## src/rtl/mem_arbiter.sv

```systemverilog
// Two-port arbiter in front of a single-port synchronous memory: port 0 (CPU)
// has priority, port 1 (loader/DMA) is guaranteed service after STARVE_LIMIT losses.
module mem_arbiter #(
  parameter int Bits         = 16,
  parameter int AW           = 12,
  parameter int STARVE_LIMIT = 4
) (
  input  logic            clk,
  input  logic            reset,
  input  logic            req0,
  input  logic            req1,
  input  logic            we0,
  input  logic            we1,
  input  logic [AW-1:0]   addr0,
  input  logic [AW-1:0]   addr1,
  input  logic [Bits-1:0] wdata0,
  input  logic [Bits-1:0] wdata1,
  output logic            gnt0,
  output logic            gnt1,
  output logic            ack0,
  output logic            ack1,
  output logic [Bits-1:0] rdata0,
  output logic [Bits-1:0] rdata1,
  output logic            mem_read,
  output logic            mem_write,
  output logic [AW-1:0]   mem_addr,
  output logic [Bits-1:0] mem_wdata,
  input  logic [Bits-1:0] mem_rdata,
  output logic            busy,
  output logic [1:0]      dbg_state,
  output logic [3:0]      dbg_starve_cnt
);

  // Handshake: a port presents req/we/addr/wdata and holds them until its
  // one-cycle ack; only the values seen at the IDLE arbitration edge are used.

  typedef enum logic [1:0] {
    S_IDLE    = 2'd0,
    S_ACCESS  = 2'd1,
    S_CAPTURE = 2'd2,
    S_DONE    = 2'd3
  } state_t;

  localparam logic [3:0] C_LIMIT = 4'(STARVE_LIMIT);

  state_t            r_state;
  logic              r_sel1;
  logic              r_we;
  logic [3:0]        r_starve;
  logic              r_gnt0, r_gnt1, r_ack0, r_ack1;
  logic              r_mem_read, r_mem_write;
  logic [AW-1:0]     r_mem_addr;
  logic [Bits-1:0]   r_mem_wdata;
  logic [Bits-1:0]   r_rdata0, r_rdata1;

  logic              w_any;
  logic              w_pick1;
  logic              w_we;
  logic [AW-1:0]     w_addr;
  logic [Bits-1:0]   w_wdata;

  assign w_any   = req0 | req1;
  assign w_pick1 = req1 & (~req0 | (r_starve == C_LIMIT));
  assign w_we    = w_pick1 ? we1    : we0;
  assign w_addr  = w_pick1 ? addr1  : addr0;
  assign w_wdata = w_pick1 ? wdata1 : wdata0;

  always_ff @(posedge clk or posedge reset) begin
    if (reset) begin
      r_state     <= S_IDLE;
      r_sel1      <= 1'b0;
      r_we        <= 1'b0;
      r_starve    <= 4'd0;
      r_gnt0      <= 1'b0;
      r_gnt1      <= 1'b0;
      r_ack0      <= 1'b0;
      r_ack1      <= 1'b0;
      r_mem_read  <= 1'b0;
      r_mem_write <= 1'b0;
      r_mem_addr  <= '0;
      r_mem_wdata <= '0;
      r_rdata0    <= '0;
      r_rdata1    <= '0;
    end else begin
      case (r_state)
        S_IDLE: begin
          if (w_any) begin
            r_sel1      <= w_pick1;
            r_we        <= w_we;
            r_gnt0      <= ~w_pick1;
            r_gnt1      <= w_pick1;
            r_mem_addr  <= w_addr;
            r_mem_read  <= ~w_we;
            r_mem_write <= w_we;
            if (w_we) r_mem_wdata <= w_wdata;
            // Count only port-0 wins that made port 1 wait.
            if (w_pick1 || !req1) r_starve <= 4'd0;
            else if (r_starve != C_LIMIT) r_starve <= r_starve + 4'd1;
            r_state <= S_ACCESS;
          end
        end
        S_ACCESS: begin
          r_mem_read  <= 1'b0;
          r_mem_write <= 1'b0;
          r_state     <= S_CAPTURE;
        end
        S_CAPTURE: begin
          if (!r_we) begin
            if (r_sel1) r_rdata1 <= mem_rdata;
            else        r_rdata0 <= mem_rdata;
          end
          r_ack0  <= ~r_sel1;
          r_ack1  <= r_sel1;
          r_state <= S_DONE;
        end
        S_DONE: begin
          r_ack0  <= 1'b0;
          r_ack1  <= 1'b0;
          r_gnt0  <= 1'b0;
          r_gnt1  <= 1'b0;
          r_state <= S_IDLE;
        end
        default: r_state <= S_IDLE;
      endcase
    end
  end

  assign gnt0           = r_gnt0;
  assign gnt1           = r_gnt1;
  assign ack0           = r_ack0;
  assign ack1           = r_ack1;
  assign rdata0         = r_rdata0;
  assign rdata1         = r_rdata1;
  assign mem_read       = r_mem_read;
  assign mem_write      = r_mem_write;
  assign mem_addr       = r_mem_addr;
  assign mem_wdata      = r_mem_wdata;
  assign busy           = (r_state != S_IDLE);
  assign dbg_state      = r_state;
  assign dbg_starve_cnt = r_starve;

endmodule
```

## config.mk

```make
export PLATFORM = sky130hd
export DESIGN_NAME = mem_arbiter
export DESIGN_NICKNAME = d
export VERILOG_FILES = /design/src/rtl/mem_arbiter.sv
export SDC_FILE = /design/constraint.sdc
export NUM_CORES = 1
export LEC_CHECK = 0
export CAP_MARGIN = 20
export CORE_MARGIN = 3
export CORE_UTILIZATION = 55
export DETAILED_ROUTE_END_ITERATION = 8
export DONT_BUFFER_PORTS = 1
export GPL_ROUTABILITY_DRIVEN = 0
export PLACE_DENSITY = 0.69
export SYNTH_ARGS = -nofsm -noshare
export SYNTH_HDL_FRONTEND = slang
export SYNTH_SLANG_ARGS = --single-unit
```

## constraint.sdc

```tcl
create_clock -name clk -period 2.59 [get_ports clk]
set_clock_uncertainty 0.05 [all_clocks]
set_input_delay 0.1295 -clock clk [delete_from_list [all_inputs] [get_ports clk]]
set_output_delay 0.1295 -clock clk [all_outputs]
set_load 0.1 [all_outputs]
```

==> reports/qor.yml, run 1 <==
run_status:
  status: "finished, final reports clean"
cells_and_area:
  areaGrowthSynthToFinish_pct: 30.31
  final_cell_mix: "dfrtp_1 (74), dlygate4sd3_1 (53), buf_4 (45)"
  seq_area_um2: 1852
  antenna_cells: 0
  drive_gt1_share_pct: 26.62
  final_common_cell: "dfrtp_1"
  nets: 482
  fill_cells: 387
  multiInputGateArea_um2: 1440
clocking:
  htree_levels: 3
  clockRootBuffer: "clkbuf_8"
  path_clk_slew_ns: 0.08
  clock-sinks: 74
  max-clock-path-buffers: 2
  tritoncts: "yes"
  clk_latency_ns: 0.33
  cts_buffers: 9
logic_synthesis:
  yosys_register_bits: 74
  syn_avg_cell_area_um2: 11.28
  syn_nets: 395
  yosysUniqueCellTypes: 42
  yosysWarnings: 0
  synthCells: 311
  synth_edf_count: 0
  synth_top_area_cell: "dfrtp_1"
  synthFlopType: "dfrtp_1"
  yosysSeqAreaShare_pct: 52.78
  synthArstFlopShare_pct: 100.0
  syn_area_um2: 3508
  yosys-top-cells-area: "dfrtp_1 (53%), mux2_2 (10%), a211oi_1 (3.9%)"
  netlist.area_leader.share_pct: 52.78
floorplanning:
  dieArea_um2: 7373
  start_util_pct: 57.89
  die_w_um: 85.87
  num_rows: 28
  die-height_um: 85.87
  core_um2: 6061
  io_pins: 151
detailed_routing:
  drtIter0Drc: 135
  wire_per_inst_um: 19.21
  num_vias: 2828
  wl_um: 9164
  ant_nets: 0
  first_pass_iters: 4
  via_per_inst: 5.929
  drc: 0
critical_path:
  end_kind: "register"
  crit_chain: "inv_1 -> ha_1 -> and4b_2 -> o21ai_0 -> a32o_1 -> dlygate4sd3_1"
  cp.required_ns: 2.75
  reg2reg_depth: 6
  startpoint_type: "register"
  critPathSlowestCell: "dlygate4sd3_1"
  critical_path_class: "register to register"
  critPathBufInv: 2
  critical_path.max_fanout: 16
  ff2ff_setup_slack_ns: 0.28
  r2r_end: "mem_read$_DFFE_PP0P_"
  cpLargestDelayFamily: "buffers and inverters"
  cpPeakStageDelay_ns: 0.55
  arrival_ns: 2.48
  r2r-start: "dbg_starve_cnt[0]$_DFFE_PP0P_"
sta:
  slew_viol_final: 0
  final-hold-violation-count: 0
  tightest_slew_ns: 0.9372
  setup_violations: 0
  min_period_ns: 2.314
  fin_crit_sh_pct: 89.33
  max_freq_mhz: 432.2
  tns_ns: 0
  relSlewSlack_pct: 37.52
  rsz0062_at_grt: "false"
global_routing:
  track_usage_pct: 25.15
  grt_pass1_wl_um: 14800
  antenna_found_initial: 0
  first_global_vias: 3001
  grt_max_degree: 50
  overflow: 0
place:
  dpl.hpwl_um: 5785
  portBuffers: 0
worst_hold_path:
  hp-start: "wdata1[11]"
  hold_depth: 2
  hp-class: "input port to register"
  whs_endpoint: "mem_wdata[11]$_DFFE_PP0P_"
job:
  max_cap_viol_count: 0
[synthesized netlist by cell type (2+ instances only)]
master / count
a211oi_1: 18
a311oi_1: 7
a311oi_2: 9
a31oi_1: 12
a32o_1: 2
buf_2: 11
buf_6: 3
clkbuf_1: 6
dfrtp_1: 74
ha_1: 6
inv_1: 24
mux2_2: 32
nand2_1: 9
nand2b_1: 3
nand3_1: 16
nand3_2: 2
nand4_1: 2
nor2_1: 17
nor3_1: 18
o21ai_0: 18
[sequential cells by signal, summed over array words and instances (netlist names), 2 cells and up]
name and flops:
mem_wdata 16, rdata0 16, rdata1 16, mem_addr 12
dbg_starve_cnt 4, dbg_state 2
[how the worst max path moves through the flow]
stage	start	to	slack (ns)	cells past startpoint
after detailed placement	dbg_state[1]$_DFFE_PP0P_	mem_wdata[15]$_DFFE_PP0P_	0.52	6
after floorplan	dbg_state[0]$_DFFE_PP0P_	rdata1[0]$_DFFE_PP0P_	0.18	5
after global routing	dbg_starve_cnt[0]$_DFFE_PP0P_	mem_read$_DFFE_PP0P_	0.13	6
after global placement	dbg_state[1]$_DFFE_PP0P_	mem_wdata[8]$_DFFE_PP0P_	0.59	6
final	dbg_starve_cnt[0]$_DFFE_PP0P_	mem_read$_DFFE_PP0P_	0.28	6
after CTS	dbg_starve_cnt[0]$_DFFE_PP0P_	mem_read$_DFFE_PP0P_	0.09	6
[stage by stage]
step	utilization (%)	std cells	setup slack (ns)	hold WS [ns]	instance area [um2]
final	75.43	477	0.2764	0.007472	4572
after detailed placement	63.23	409	0.5235	0.04870	3832
after global placement	63.23	409	0.5884	0.04468	3832
after global routing	75.43	477	0.1312	0.009237	4572
after CTS	75.41	477	0.09298	0.003931	4571
after floorplan	-	311	0.1803	0.2301	3508
[layer usage]
layer / vias to the layer above / GRT usage, % / wire [um]
met5: - / 0 / 0
met4: 0 / 9.065 / 182
met3: 16 / 7.397 / 782
met2: 123 / 41.84 / 4662
met1: 1381 / 31.12 / 3537
li1: 1308 / - / -
[repair_timing]
item	CTS	global route
buffers inserted	0	0
setup endpoints to repair	0	1
hold buffers	53	0
gates resized for setup	0	1
hold endpoints to repair	79	0
[cells by family after synthesis]
| group | Yosys count | synth area share [%] |
|---|---|---|
| flip-flops | 74 | 52.78 |
| AND/OR/NAND/NOR | 76 | 11.73 |
| adder cells (fa/ha/maj) | 6 | 2.140 |
| AO/OA/AOI/OAI | 75 | 16.58 |
| buffers and inverters | 47 | 6.205 |
| multiplexers | 33 | 10.56 |
[area by class of cell]
cell class | count | share of cell area [%]
inverter | 24 | 1.970
tap | 75 | 2.053
multi-input combinational | 190 | 31.50
timing repair buffer | 99 | 19.43
clock inverter | 5 | 1.752
clock buffer | 10 | 2.791
sequential | 74 | 40.50
Power of run 1 is not shown: default switching activity piles up to over one toggle a cycle in this logic, so the estimate is an artifact.
==> run 2: changes to the inputs <==
Settings changed: CORE_MARGIN 3 to 2.
==> run 2 against run 1 <==
- the flow now finishes with violations (negative hold slack)
- core utilization down 2.2 points
- global-route usage up 0.10 points
- critical path depth up 1
- die area is 4.6% lower
- sequential share of layout area barely moved
- non-clock buffer count stayed put
- sequential cell count did not move
- register-to-register slack worse by 0.096 ns
- wire length shrank 4.2%
- cell area about the same
- critical endpoint is now mem_addr[8]$_DFFE_PP0P_
==> reports/qor.yml, run 2 (synthesis gave the netlist of run 1 again) <==
critical_path:
  r2r-start: "dbg_starve_cnt[0]$_DFFE_PP0P_"
  r2r_end: "mem_addr[8]$_DFFE_PP0P_"
  critical_path_class: "register to register"
  end_kind: "register"
  cp.required_ns: 2.83
  reg2reg_depth: 7
  startpoint_type: "register"
  critical_path.max_fanout: 28
  ff2ff_setup_slack_ns: 0.18
  arrival_ns: 2.65
sta:
  min_period_ns: 2.409
  max_freq_mhz: 415.1
  fin_crit_sh_pct: 93.02
  final-hold-violation-count: 1
  holdWs_ns: -0.002146
  slew_viol_final: 0
  setup_violations: 0
  rsz0062_at_grt: "false"
  relSlewSlack_pct: 37.13
  tns_ns: 0
  tightest_slew_ns: 0.9430
detailed_routing:
  num_vias: 2815
  wl_met3_um: 699
  drtIter0Drc: 133
  wl_um: 8780
  wl_met2_um: 4380
  first_pass_iters: 4
  top_layer: "met4"
  wire_per_inst_um: 18.29
  drt-met1-wl_um: 3460
  ant_nets: 0
  via_per_inst: 5.865
  drc: 0
clocking:
  htree_levels: 3
  cts_setup_buffers: 0
  clockRootBuffer: "clkbuf_8"
  tritoncts: "yes"
  clk_latency_ns: 0.34
  clock-sinks: 74
  cts_buffers: 9
  path_clk_slew_ns: 0.09
  max-clock-path-buffers: 2
global_routing:
  track_usage_pct: 25.25
  grt_max_degree: 75
  antenna_found_initial: 0
  first_global_vias: 2964
  grt_pass1_wl_um: 14290
  overflow: 0
floorplanning:
  dieArea_um2: 7033
  core_um2: 6241
  die-height_um: 83.87
  die_w_um: 83.87
  io_pins: 151
  start_util_pct: 56.21
  num_rows: 29
run_status:
  status: "finished with violations"
  violations: "negative hold slack"
worst_hold_path:
  hp-class: "input port to register"
  hold_depth: 2
  whs_endpoint: "mem_wdata[11]$_DFFE_PP0P_"
  hp-start: "wdata0[11]"
cells_and_area:
  final_common_cell: "dfrtp_1"
  final_cell_mix: "dfrtp_1 (74), dlygate4sd3_1 (53), buf_4 (45)"
  nets: 482
  antenna_cells: 0
  drive_gt1_share_pct: 26.80
  areaGrowthSynthToFinish_pct: 30.21
  fill_cells: 442
  seq_area_um2: 1852
  multiInputGateArea_um2: 1439
place:
  dpl.hpwl_um: 5366
  portBuffers: 0
job:
  max_cap_viol_count: 0
==> run 2: cell types whose count changed in the layout (fill, tap and decap cells not counted) <==
cell,previous run,this run
clkbuf_1,1,0
buf_6,0,1
clkinvlp_4,2,1
buf_12,1,0
clkbuf_8,9,10
inv_6,0,2
and4b_1,0,1
inv_2,1,0
bufinv_16,2,1
clkinv_4,0,2
and4b_2,1,0
==> run 2: cell type report <==
class                      instances  share of cell area (%)
sequential                        74                   40.54
timing repair buffer              99                   19.26
multi-input combinational        190                   31.50
clock inverter                     6                   1.589
tap                               77                   2.109
inverter                          24                   1.999
clock buffer                      10                   3.013
==> run 2: metrics by stage <==
stage	hold slack [ns]	cell area (um2)	utilization [%]	worst slack [ns]	instances
floorplan	0.2301	3508	-	0.1803	311
global placement	0.2307	3824	61.27	0.5611	411
detailed placement	0.2333	3824	61.27	0.4602	411
CTS	0.00004741	4564	73.14	0.2416	480
global route	0.0009760	4568	73.20	0.04004	480
finish	-0.002146	4568	73.20	0.1807	480
==> run 2: metal layers <==
metal | up-vias | GRT usage, %
li1 | 1313 | -
met1 | 1364 | 30.46
met2 | 113 | 41.75
met3 | 25 | 8.012
met4 | 0 | 10.85
met5 | - | 0
==> run 2: how the worst max path moves through the flow <==
stage / end / cells past startpoint / from
detailed placement: mem_wdata[10]$_DFFE_PP0P_ / 5 / dbg_state[0]$_DFFE_PP0P_
global route: mem_addr[8]$_DFFE_PP0P_ / 7 / dbg_starve_cnt[0]$_DFFE_PP0P_
global placement: mem_wdata[9]$_DFFE_PP0P_ / 5 / dbg_state[1]$_DFFE_PP0P_
finish: mem_addr[8]$_DFFE_PP0P_ / 7 / dbg_starve_cnt[0]$_DFFE_PP0P_
floorplan: rdata1[0]$_DFFE_PP0P_ / 5 / dbg_state[0]$_DFFE_PP0P_
CTS: mem_addr[11]$_DFFE_PP0P_ / 7 / dbg_starve_cnt[0]$_DFFE_PP0P_
==> run 2: worst max-delay path: stages (launching register included) <==
cell	delay, ns
dfrtp_1	0.39
inv_1	0.10
ha_1	0.24
and4b_1	0.31
buf_6	0.25
o21ai_0	0.16
a31oi_1	0.28
dlygate4sd3_1	0.58
==> run 2: what timing repair did <==
action	CTS	global route
gates resized for setup	0	1
endpoints found under the setup margin	0	1
hold buffers	53	0
endpoints found under the hold margin	128	0
Power of run 2 is left out for the same reason.
==> run 3: changes to the inputs <==
Settings changed: ABC_AREA from default to 1.
==> run 3 against run 2 <==
- the flow now finishes without violations
- die area barely moved
- core utilization is 7.6 points higher
- critical endpoint is now mem_addr[1]$_DFFE_PP0P_
- setup slack got worse by 0.060 ns
- critical path depth is 1 higher
- via count rose by 18%
- register-to-register slack lost 0.06 ns
- global-route usage grew 4.0 points
- sequential cell count did not move
==> reports/qor.yml, run 3 <==
sta:
  tns_ns: 0
  min_period_ns: 2.469
  tightest_slew_ns: 0.8907
  setup_ws_ns: 0.1209
  setup_violations: 0
  relSlewSlack_pct: 40.48
  max_freq_mhz: 405.0
  rsz0062_at_grt: "false"
  slew_viol_final: 0
  final-hold-violation-count: 0
  fin_crit_sh_pct: 95.33
logic_synthesis:
  synth_edf_count: 0
  yosys_register_bits: 74
  synthCells: 399
  syn_nets: 483
  synth_top_area_cell: "dfrtp_1"
  synthFlopType: "dfrtp_1"
  yosysWarnings: 0
  synthArstFlopShare_pct: 100.0
  syn_area_um2: 3510
  syn_avg_cell_area_um2: 8.796
  synth_most_common_cell: "nand2_1"
  yosys-top-cells-area: "dfrtp_1 (53%), nand2_1 (12%), nand3_1 (7.4%)"
  synth_common_cells: "nand2_1 (114), dfrtp_1 (74), nand3_1 (52), o21ai_0 (35), inv_1 (32)"
  yosysUniqueCellTypes: 26
  netlist.area_leader.share_pct: 52.76
  yosysSeqAreaShare_pct: 52.76
global_routing:
  antenna_found_initial: 0
  grt_pass1_wl_um: 16240
  grt_max_degree: 46
  overflow: 0
  first_global_vias: 3393
  track_usage_pct: 29.30
worst_hold_path:
  hp-class: "input port to register"
cells_and_area:
  drive_gt1_share_pct: 23.68
  final_cell_mix: "nand2_1 (114), buf_4 (78), dlygate4sd3_1 (77)"
  final_common_cell: "nand2_1"
  areaGrowthSynthToFinish_pct: 44.60
  nets: 629
  fill_cells: 399
  stdcell_count: 626
  antenna_cells: 0
  seq_area_um2: 1852
  multiInputGateArea_um2: 1403
place:
  placedCellCount: 529
  dpl.hpwl_um: 5683
  pre_cts_slack_ns: 0.4484
  portBuffers: 0
detailed_routing:
  wire_per_inst_um: 16.42
  first_pass_iters: 5
  ant_nets: 0
  drtIter0Drc: 212
  drc: 0
  num_vias: 3309
  wl_um: 10280
  via_per_inst: 5.286
critical_path:
  cpLargestDelayFamily: "buffers and inverters"
  cpMostUsedCell: "dlygate4sd3_1"
  crit_chain: "inv_2 -> ha_2 -> nand3_4 -> nand2_8 -> nand3_1 -> dlygate4sd3_1 -> a21oi_2 -> dlygate4sd3_1"
  cpPeakStageDelay_ns: 0.60
  critical_path.max_fanout: 10
  critPathSlowestCell: "dlygate4sd3_1"
  startpoint_type: "register"
  end_kind: "register"
  critical_path_class: "register to register"
  arrival_ns: 2.69
  cp.required_ns: 2.81
  critPathBufInv: 3
run_status:
  status: "finished, final reports clean"
clocking:
  clk_latency_ns: 0.34
  clockRootBuffer: "clkbuf_8"
  max-clock-path-buffers: 2
  clock-sinks: 74
  htree_levels: 3
  tritoncts: "yes"
  path_clk_slew_ns: 0.08
  cts_buffers: 9
floorplanning:
  core_um2: 6277
  die-height_um: 83.88
  die_w_um: 83.88
  dieArea_um2: 7036
  start_util_pct: 55.91
  io_pins: 151
  num_rows: 29
job:
  max_cap_viol_count: 0
## run 3: stage by stage
step / utilization [%] / instance area [um2] / hold slack, ns
3_3_place_gp: 64.10 / 4024 / 0.09344
2_1_floorplan: - / 3510 / 0.2368
5_1_grt: 80.85 / 5075 / 0.03203
6_report: 80.85 / 5075 / 0.02455
4_1_cts: 79.83 / 5011 / 0.003466
3_5_place_dp: 64.10 / 4024 / 0.1008
## run 3: routing by layer
layer,global-route usage [%],share of wire (%),wire length (um),up-vias
met4,11.58,1.8,182,0
met2,50.76,51,5280,141
met3,7.221,7.2,740,16
met5,0,0,0,-
met1,35.10,40,4072,1572
li1,-,-,-,1580
## run 3: kinds of logic after synthesis
| group | synth area share [%] |
|---|---|
| AND/OR/NAND/NOR | 24.21 |
| flip-flops | 52.76 |
| AO/OA/AOI/OAI | 12.19 |
| buffers and inverters | 8.449 |
| adder cells (fa/ha/maj) | 2.139 |
| XOR/XNOR | 0.2496 |
## run 3: worst paths after layout
path | from | to | slack, ns | cells past startpoint
min | wdata1[9] | mem_wdata[9]$_DFFE_PP0P_ | 0.02 | 4
max in group asynchronous | reset | gnt1$_DFFE_PP0P_ | 1.52 | 3
min in group asynchronous | reset | mem_wdata[6]$_DFFE_PP0P_ | 0.29 | 2
max reg2reg | dbg_starve_cnt[0]$_DFFE_PP0P_ | mem_addr[1]$_DFFE_PP0P_ | 0.12 | 8
min reg2reg | mem_write$_DFFE_PP0P_ | mem_write$_DFFE_PP0P_ | 0.44 | 2
max | dbg_starve_cnt[0]$_DFFE_PP0P_ | mem_addr[1]$_DFFE_PP0P_ | 0.12 | 8
## run 3: worst register-to-register path: stages (launching register included)
cell,delay (ns)
dfrtp_1,0.40
inv_2,0.08
ha_2,0.19
nand3_4,0.14
nand2_8,0.14
nand3_1,0.09
dlygate4sd3_1,0.60
a21oi_2,0.15
dlygate4sd3_1,0.57
## run 3: repair_timing
item                                    CTS  global route
buffers inserted                          0             3
gates resized for setup                   0             5
hold endpoints to repair                 93             0
hold buffers                             77             0
endpoints found under the setup margin    0            18
## run 3: area by class of cell
type / instances / area share [%]
repair buffers: 156 / 27.12
clock buffers: 9 / 2.441
flip-flops and latches: 74 / 36.49
clock inverters: 6 / 1.824
multi-input cells: 269 / 27.64
inverters: 35 / 2.589
well taps: 77 / 1.898
Power of run 3 is left out for the same reason.
